**src/rtl/mv_pkg.sv**
```systemverilog
// Shared types and constants for the motion-vector fetch sequencer.
// No logic; only parameters, widths and the controller state encoding.
package mv_pkg;

    localparam int BLOCKS_ROW_DFLT = 80;
    localparam int BLOCKS_COL_DFLT = 45;
    localparam int POS_W           = 7;
    localparam int MV_W            = 14;
    localparam int N_NORM          = 3;
    localparam int N_EXT           = 4;

    typedef enum logic [2:0] {
        ST_IDLE,
        ST_FEED,
        ST_CAPTURE,
        ST_PRESENT,
        ST_WRITE
    } state_t;

endpackage

```
**src/rtl/mv_pos_counter.sv**
```systemverilog
// Raster x/y block counter with wrap at frame end and a last-block flag.
// Updates one cycle after adv/clr; clr wins over adv, no backpressure.
module mv_pos_counter
    import mv_pkg::*;
#(
    parameter int BLOCKS_ROW = BLOCKS_ROW_DFLT,
    parameter int BLOCKS_COL = BLOCKS_COL_DFLT
) (
    input  logic             clk,
    input  logic             reset,
    input  logic             clr,
    input  logic             adv,
    output logic [POS_W-1:0] x,
    output logic [POS_W-1:0] y,
    output logic             last
);

    logic [POS_W-1:0] x_q, x_d;
    logic [POS_W-1:0] y_q, y_d;
    logic             row_end;

    assign row_end = (x_q == POS_W'(BLOCKS_ROW - 1));
    assign last    = row_end && (y_q == POS_W'(BLOCKS_COL - 1));

    always_comb begin
        x_d = x_q;
        y_d = y_q;
        if (clr) begin
            x_d = '0;
            y_d = '0;
        end else if (adv) begin
            if (row_end) begin
                x_d = '0;
                y_d = last ? '0 : y_q + 1'b1;
            end else begin
                x_d = x_q + 1'b1;
            end
        end
    end

    always_ff @(posedge clk or posedge reset) begin
        if (reset) begin
            x_q <= '0;
            y_q <= '0;
        end else begin
            x_q <= x_d;
            y_q <= y_d;
        end
    end

    assign x = x_q;
    assign y = y_q;

endmodule

```
**src/rtl/mv_fetch_sequencer.sv**
```systemverilog
// Walks every block of a frame: feeds the MV array, captures 3/4 candidates, waits for ME, writes back.
// Block period N+1+P+1 cycles; stalls in PRESENT until me_done, start ignored while busy.
module mv_fetch_sequencer
    import mv_pkg::*;
#(
    parameter int BLOCKS_ROW = BLOCKS_ROW_DFLT,
    parameter int BLOCKS_COL = BLOCKS_COL_DFLT
) (
    input  logic            clk,
    input  logic            reset,
    input  logic            start,
    input  logic            mode_ext,
    input  logic            me_done,
    input  logic [MV_W-1:0] me_mv,
    input  logic [MV_W-1:0] vecout,
    output logic [MV_W-1:0] curpos,
    output logic            feed,
    output logic            extended,
    output logic            WE,
    output logic [MV_W-1:0] MVector,
    output logic [MV_W-1:0] cand0,
    output logic [MV_W-1:0] cand1,
    output logic [MV_W-1:0] cand2,
    output logic [MV_W-1:0] cand3,
    output logic            cand_valid,
    output logic            busy,
    output logic            frame_done
);

    state_t          state_q, state_d;
    logic [1:0]      k_q, k_d;
    logic            ext_q, ext_d;
    logic            done_q, done_d;
    logic [MV_W-1:0] mvec_q, mvec_d;
    logic [MV_W-1:0] cand_q [4];
    logic [MV_W-1:0] cand_d [4];

    logic             pos_clr, pos_adv, pos_last;
    logic [POS_W-1:0] pos_x, pos_y;
    logic [1:0]       k_last;

    mv_pos_counter #(
        .BLOCKS_ROW (BLOCKS_ROW),
        .BLOCKS_COL (BLOCKS_COL)
    ) u_pos (
        .clk   (clk),
        .reset (reset),
        .clr   (pos_clr),
        .adv   (pos_adv),
        .x     (pos_x),
        .y     (pos_y),
        .last  (pos_last)
    );

    assign k_last = ext_q ? 2'(N_EXT - 1) : 2'(N_NORM - 1);

    always_comb begin
        state_d = state_q;
        k_d     = k_q;
        ext_d   = ext_q;
        done_d  = 1'b0;
        mvec_d  = mvec_q;
        cand_d  = cand_q;
        pos_clr = 1'b0;
        pos_adv = 1'b0;
        case (state_q)
            ST_IDLE: begin
                if (start) begin
                    ext_d   = mode_ext;
                    pos_clr = 1'b1;
                    k_d     = '0;
                    state_d = ST_FEED;
                end
            end
            ST_FEED: begin
                // Read data trails the strobe by one cycle, so burst slot k lands data for k-1.
                if (k_q != 2'd0) begin
                    cand_d[k_q - 2'd1] = vecout;
                end
                if (k_q == k_last) begin
                    k_d     = '0;
                    state_d = ST_CAPTURE;
                end else begin
                    k_d = k_q + 2'd1;
                end
            end
            ST_CAPTURE: begin
                cand_d[k_last] = vecout;
                state_d        = ST_PRESENT;
            end
            ST_PRESENT: begin
                if (me_done) begin
                    mvec_d  = me_mv;
                    state_d = ST_WRITE;
                end
            end
            ST_WRITE: begin
                pos_adv = 1'b1;
                k_d     = '0;
                if (pos_last) begin
                    done_d  = 1'b1;
                    state_d = ST_IDLE;
                end else begin
                    state_d = ST_FEED;
                end
            end
            default: begin
                state_d = ST_IDLE;
            end
        endcase
    end

    always_ff @(posedge clk or posedge reset) begin
        if (reset) begin
            state_q <= ST_IDLE;
            k_q     <= '0;
            ext_q   <= 1'b0;
            done_q  <= 1'b0;
            mvec_q  <= '0;
            for (int i = 0; i < 4; i++) begin
                cand_q[i] <= '0;
            end
        end else begin
            state_q <= state_d;
            k_q     <= k_d;
            ext_q   <= ext_d;
            done_q  <= done_d;
            mvec_q  <= mvec_d;
            cand_q  <= cand_d;
        end
    end

    // Strobes decode straight from state so reset drops them without waiting for an edge.
    assign feed       = (state_q == ST_FEED);
    assign WE         = (state_q == ST_WRITE);
    assign cand_valid = (state_q == ST_PRESENT);
    assign busy       = (state_q != ST_IDLE);
    assign frame_done = done_q;
    assign extended   = ext_q;
    assign MVector    = mvec_q;
    assign curpos     = {pos_y, pos_x};
    assign cand0      = cand_q[0];
    assign cand1      = cand_q[1];
    assign cand2      = cand_q[2];
    assign cand3      = ext_q ? cand_q[3] : '0;

endmodule

```
**config.mk**
```make
export PLATFORM = sky130hd
export DESIGN_NAME = mv_fetch_sequencer
export DESIGN_NICKNAME = d
export VERILOG_FILES = /design/src/rtl/mv_pkg.sv /design/src/rtl/mv_pos_counter.sv /design/src/rtl/mv_fetch_sequencer.sv
export SDC_FILE = /design/constraint.sdc
export NUM_CORES = 1
export LEC_CHECK = 0
export BUFFER_PORTS_ARGS = -buffer_cell sky130_fd_sc_hd__buf_2
export CORE_ASPECT_RATIO = 0.8
export CORE_MARGIN = 4
export CORE_UTILIZATION = 43
export CTS_BUF_LIST = sky130_fd_sc_hd__clkbuf_16
export CTS_CLUSTER_DIAMETER = 50
export DETAILED_ROUTE_END_ITERATION = 8
export PLACE_DENSITY = 0.72
export SLEW_MARGIN = 10
export SYNTH_ARGS = -nofsm -noshare
export SYNTH_HDL_FRONTEND = slang
export SYNTH_SLANG_ARGS = --single-unit
export TNS_END_PERCENT = 30
```
**constraint.sdc**
```tcl
create_clock -name clk -period 4.7 [get_ports clk]
set_input_delay 0.47 -clock clk [delete_from_list [all_inputs] [get_ports clk]]
set_output_delay 0.47 -clock clk [all_outputs]
set_load 0.01 [all_outputs]
```
==> impl_metrics.py <==
metrics = {
    "outcome": {
        "status": "completed",
    },
    "logic_synthesis": {
        "synth_nets": 386,
        "ys_seq_area_share_pct": 53.6,
        "ys_ff_latch": 91,
        "syn_area_per_cell_sq_um": 12.3,
        "yosysWarningCount": 0,
        "synth_edf_count": 0,
        "synthAdderAreaFrac_pct": 2.36,
        "synth_ff_type": "dfrtp_1",
        "synth_compound_area_share_pct": 4.72,
        "ys_types": 43,
        "synth_area_sq_um": 4250,
        "syn_inst": 345,
        "synthSimpleGateAreaFrac_pct": 10.3,
        "synth.area.mux_share_pct": 18.6,
        "async_reset_ff_share_pct": 100,
        "synth_xor_area_share_pct": 0.619,
        "synth_top_family_by_area": "multiplexers",
    },
    "die": {
        "dieArea_sq_um": 11500,
        "die_h_um": 96.9,
        "start_util_pct": 44.0,
        "core_sq_um": 9650,
        "die_x_um": 119,
        "rows": 32,
        "io_pins": 123,
    },
    "finish": {
        "area_delta_synth_final_pct": 17.6,
        "diodes": 0,
        "fin_util_pct": 51.8,
        "fill_cells": 854,
        "design_area_sq_um": 4990,
        "nNetsFinal": 466,
        "multi_input_area_sq_um": 1560,
        "regArea_sq_um": 2280,
        "layout-drive-gt1-share_pct": 50.9,
    },
    "power": {
        "p_leak_nw": 2.40,
        "intPower_mw": 2.29,
        "switching_share_pct": 32.6,
        "power.net_switching_mw": 1.11,
        "pwr-share-clk_pct": 23.7,
        "seqPwrFrac_pct": 39.8,
        "powerDensity_nw_per_um2": 680,
        "max-vdd-ir-drop_mv": 0.330,
        "combPwrFrac_pct": 36.5,
    },
    "grt": {
        "grt_pass1_vias": 2894,
        "grt_start_max_net_pins": 63,
        "antenna_found_initial": 0,
        "grt_usage_pct": 16.1,
        "overflow": 0,
        "grt_pass1_wl_um": 14900,
    },
    "placement": {
        "placed_area_sq_um": 4660,
        "io_buffers": 122,
        "place_congestion": 0.790,
        "dpl.hpwl_um": 6200,
    },
    "clocking": {
        "post-cts-setup-buffers": 0,
        "htreeDepth": 3,
        "numClockSinks": 91,
        "cts_root_buf": "clkbuf_16",
        "cts_buffer_depth": 2,
        "cts.clk_slew.worst_paths_ps": 60,
        "cts_resized": 0,
        "cts_hold_buffers": 0,
        "cts_made_buffers": 9,
        "insertion_delay_ps": 330,
        "cts_tree": "yes",
    },
    "setup_path": {
        "cpMaxStageDelayCell": "nor2_2",
        "max_stage_delay_ps": 620,
        "arrival_ps": 2540,
        "cp_max_fo": 14,
        "critPathKind": "flop to flop",
        "cp-start-kind": "flop",
        "path_cells": "inv_1 -> ha_1 -> nor3b_1 -> a21oi_1 -> nor2_2 -> mux2_2",
        "worstSetupEndpointType": "flop",
        "crit_required_ps": 4920,
    },
    "timing": {
        "slew_viol_final": 0,
        "maxSlewHeadroom_pct": 28.1,
        "hold_viol_final": 0,
        "finalClockSkew_ps": 6.22,
        "rsz0062_at_grt": "false",
        "fmax_mhz": 430,
        "tns_ps": 0,
        "setup_viol": 0,
        "fin_crit_ps": 2320,
        "min_period_over_period_pct": 49.4,
        "tightestPinTransition_ps": 1080,
    },
    "route": {
        "drtIter0Drc": 98,
        "post_drt_via_cell_ratio": 4.92,
        "vias": 2782,
        "firstDrtPassIters": 6,
        "wl_per_cell_um": 15.4,
        "ant_nets": 0,
        "wl_um": 8720,
        "drc_errors": 0,
    },
    "worst_hold_path": {
        "hold_class": "primary input to flop",
    },
    "run": {
        "cap_violations": 0,
    },
}
-- stage by stage --
stage          hold WS, ps  instances  power (mW)  worst slack [ps]
6_report               352        566        3.40              2380
5_1_grt                345        566        3.65              2180
4_1_cts                347        566        3.45              2370
3_5_place_dp           487        550        2.63              2360
3_3_place_gp           481        550        2.58              2480
2_1_floorplan          472        345        2.38              1870
-- registers in the layout, indices dropped and copies added (netlist names), 3 cells and up --
signal and cells:
cand0 14, state_q 3, cand1 14, u_pos.x 7
MVector 14, u_pos.y 7, cand_q 14, cand2 14
-- worst paths after layout --
check,from,end,slack [ps],cells after the start
max reg2reg,k_q[0],cand2[0],2380,6
max in group asynchronous,reset,cand_q[2],3360,3
min in group asynchronous,reset,MVector[1],370,2
min reg2reg,cand1[10],cand1[10],500,1
max,k_q[0],cand2[0],2380,6
min,mode_ext,extended,350,3
-- routing by layer --
layer	share of wire, %	routed length [um]	GRT usage, %	vias to the layer above
li1	-	-	-	1317
met1	46	4020	21.8	1368
met2	45	3930	23.5	85
met3	7.3	636	6.20	12
met4	1.5	127	5.79	0
met5	0	0	0	-
-- power groups by stage --
stage                     logic [mW]  registers (mW)  clock network (mW)
after floorplan                 1.06            1.32                   0
after detailed placement        1.27            1.36                   0
after global routing            1.37            1.41               0.864
after global placement          1.23            1.35                   0
after CTS                       1.27            1.36               0.827
final                           1.24            1.35               0.806
-- cell families after synthesis --
| group | count (synthesis) |
|---|---|
| xor gates and xnor gates | 3 |
| buffers and inverters | 64 |
| adders and majority gates | 8 |
| AOI/OAI and AO/OA | 33 |
| and+or+nand+nor | 76 |
| muxes | 70 |
| DFF | 91 |
-- synth_stat cells (all sizes together), types with 2 or more instances --
| master | n | share of area, % |
|---|---|---|
| a21oi | 9 | 1.1 |
| and2 | 16 | 2.4 |
| buf | 49 | 8.5 |
| clkbuf | 5 | 0.44 |
| dfrtp | 91 | 54 |
| ha | 8 | 2.4 |
| inv | 10 | 0.88 |
| mux2 | 70 | 19 |
| nand2 | 19 | 1.7 |
| nand3 | 7 | 0.83 |
| nand4 | 4 | 0.59 |
| nor2 | 9 | 0.80 |
| nor2b | 2 | 0.29 |
| nor3b | 3 | 0.53 |
| nor4b | 2 | 0.56 |
| o211ai | 3 | 0.53 |
| o21ai | 12 | 1.4 |
| or3 | 2 | 0.44 |
| or3b | 3 | 0.68 |
| or4 | 4 | 0.74 |
| xor2 | 2 | 0.41 |
-- placed cells by master, fill, tap and decap left out, types with 2 or more instances in the layout --
cell       synthesis  routed
clkbuf_16          0       9
bufinv_16          0       3
nand2_1           19      19
nor3b_1            3       3
nand4_1            4       4
nor2b_1            2       2
inv_1             10      10
xor2_1             2       2
nor2_1             9       7
or3b_2             2       2
or4_1              3       3
nand3_1            7       7
a21oi_1            9       9
and2_1            16      16
mux2_2            70      70
nor2_2             0       2
dfrtp_1           91      91
o211ai_1           3       3
ha_1               8       8
o21ai_0           12      12
clkinv_2           0       3
buf_2              3     122
-- layout make-up --
type | count | share of cell area (%)
clock buffers | 9 | 4.51
well taps | 136 | 3.41
repair buffers | 123 | 12.4
inverters | 10 | 0.777
clock inverters | 7 | 2.15
multi-input cells | 190 | 31.2
flip-flops and latches | 91 | 45.6
-- critical path, delay by kind of cell (launching register included) --
kind	cells	cell delay, ps
fa+ha+maj	1	220
mux	1	410
compound gates	1	130
flops	1	450
buf+inv	1	110
simple gates	2	890
Note: power is estimated with default switching activity, not from simulation.
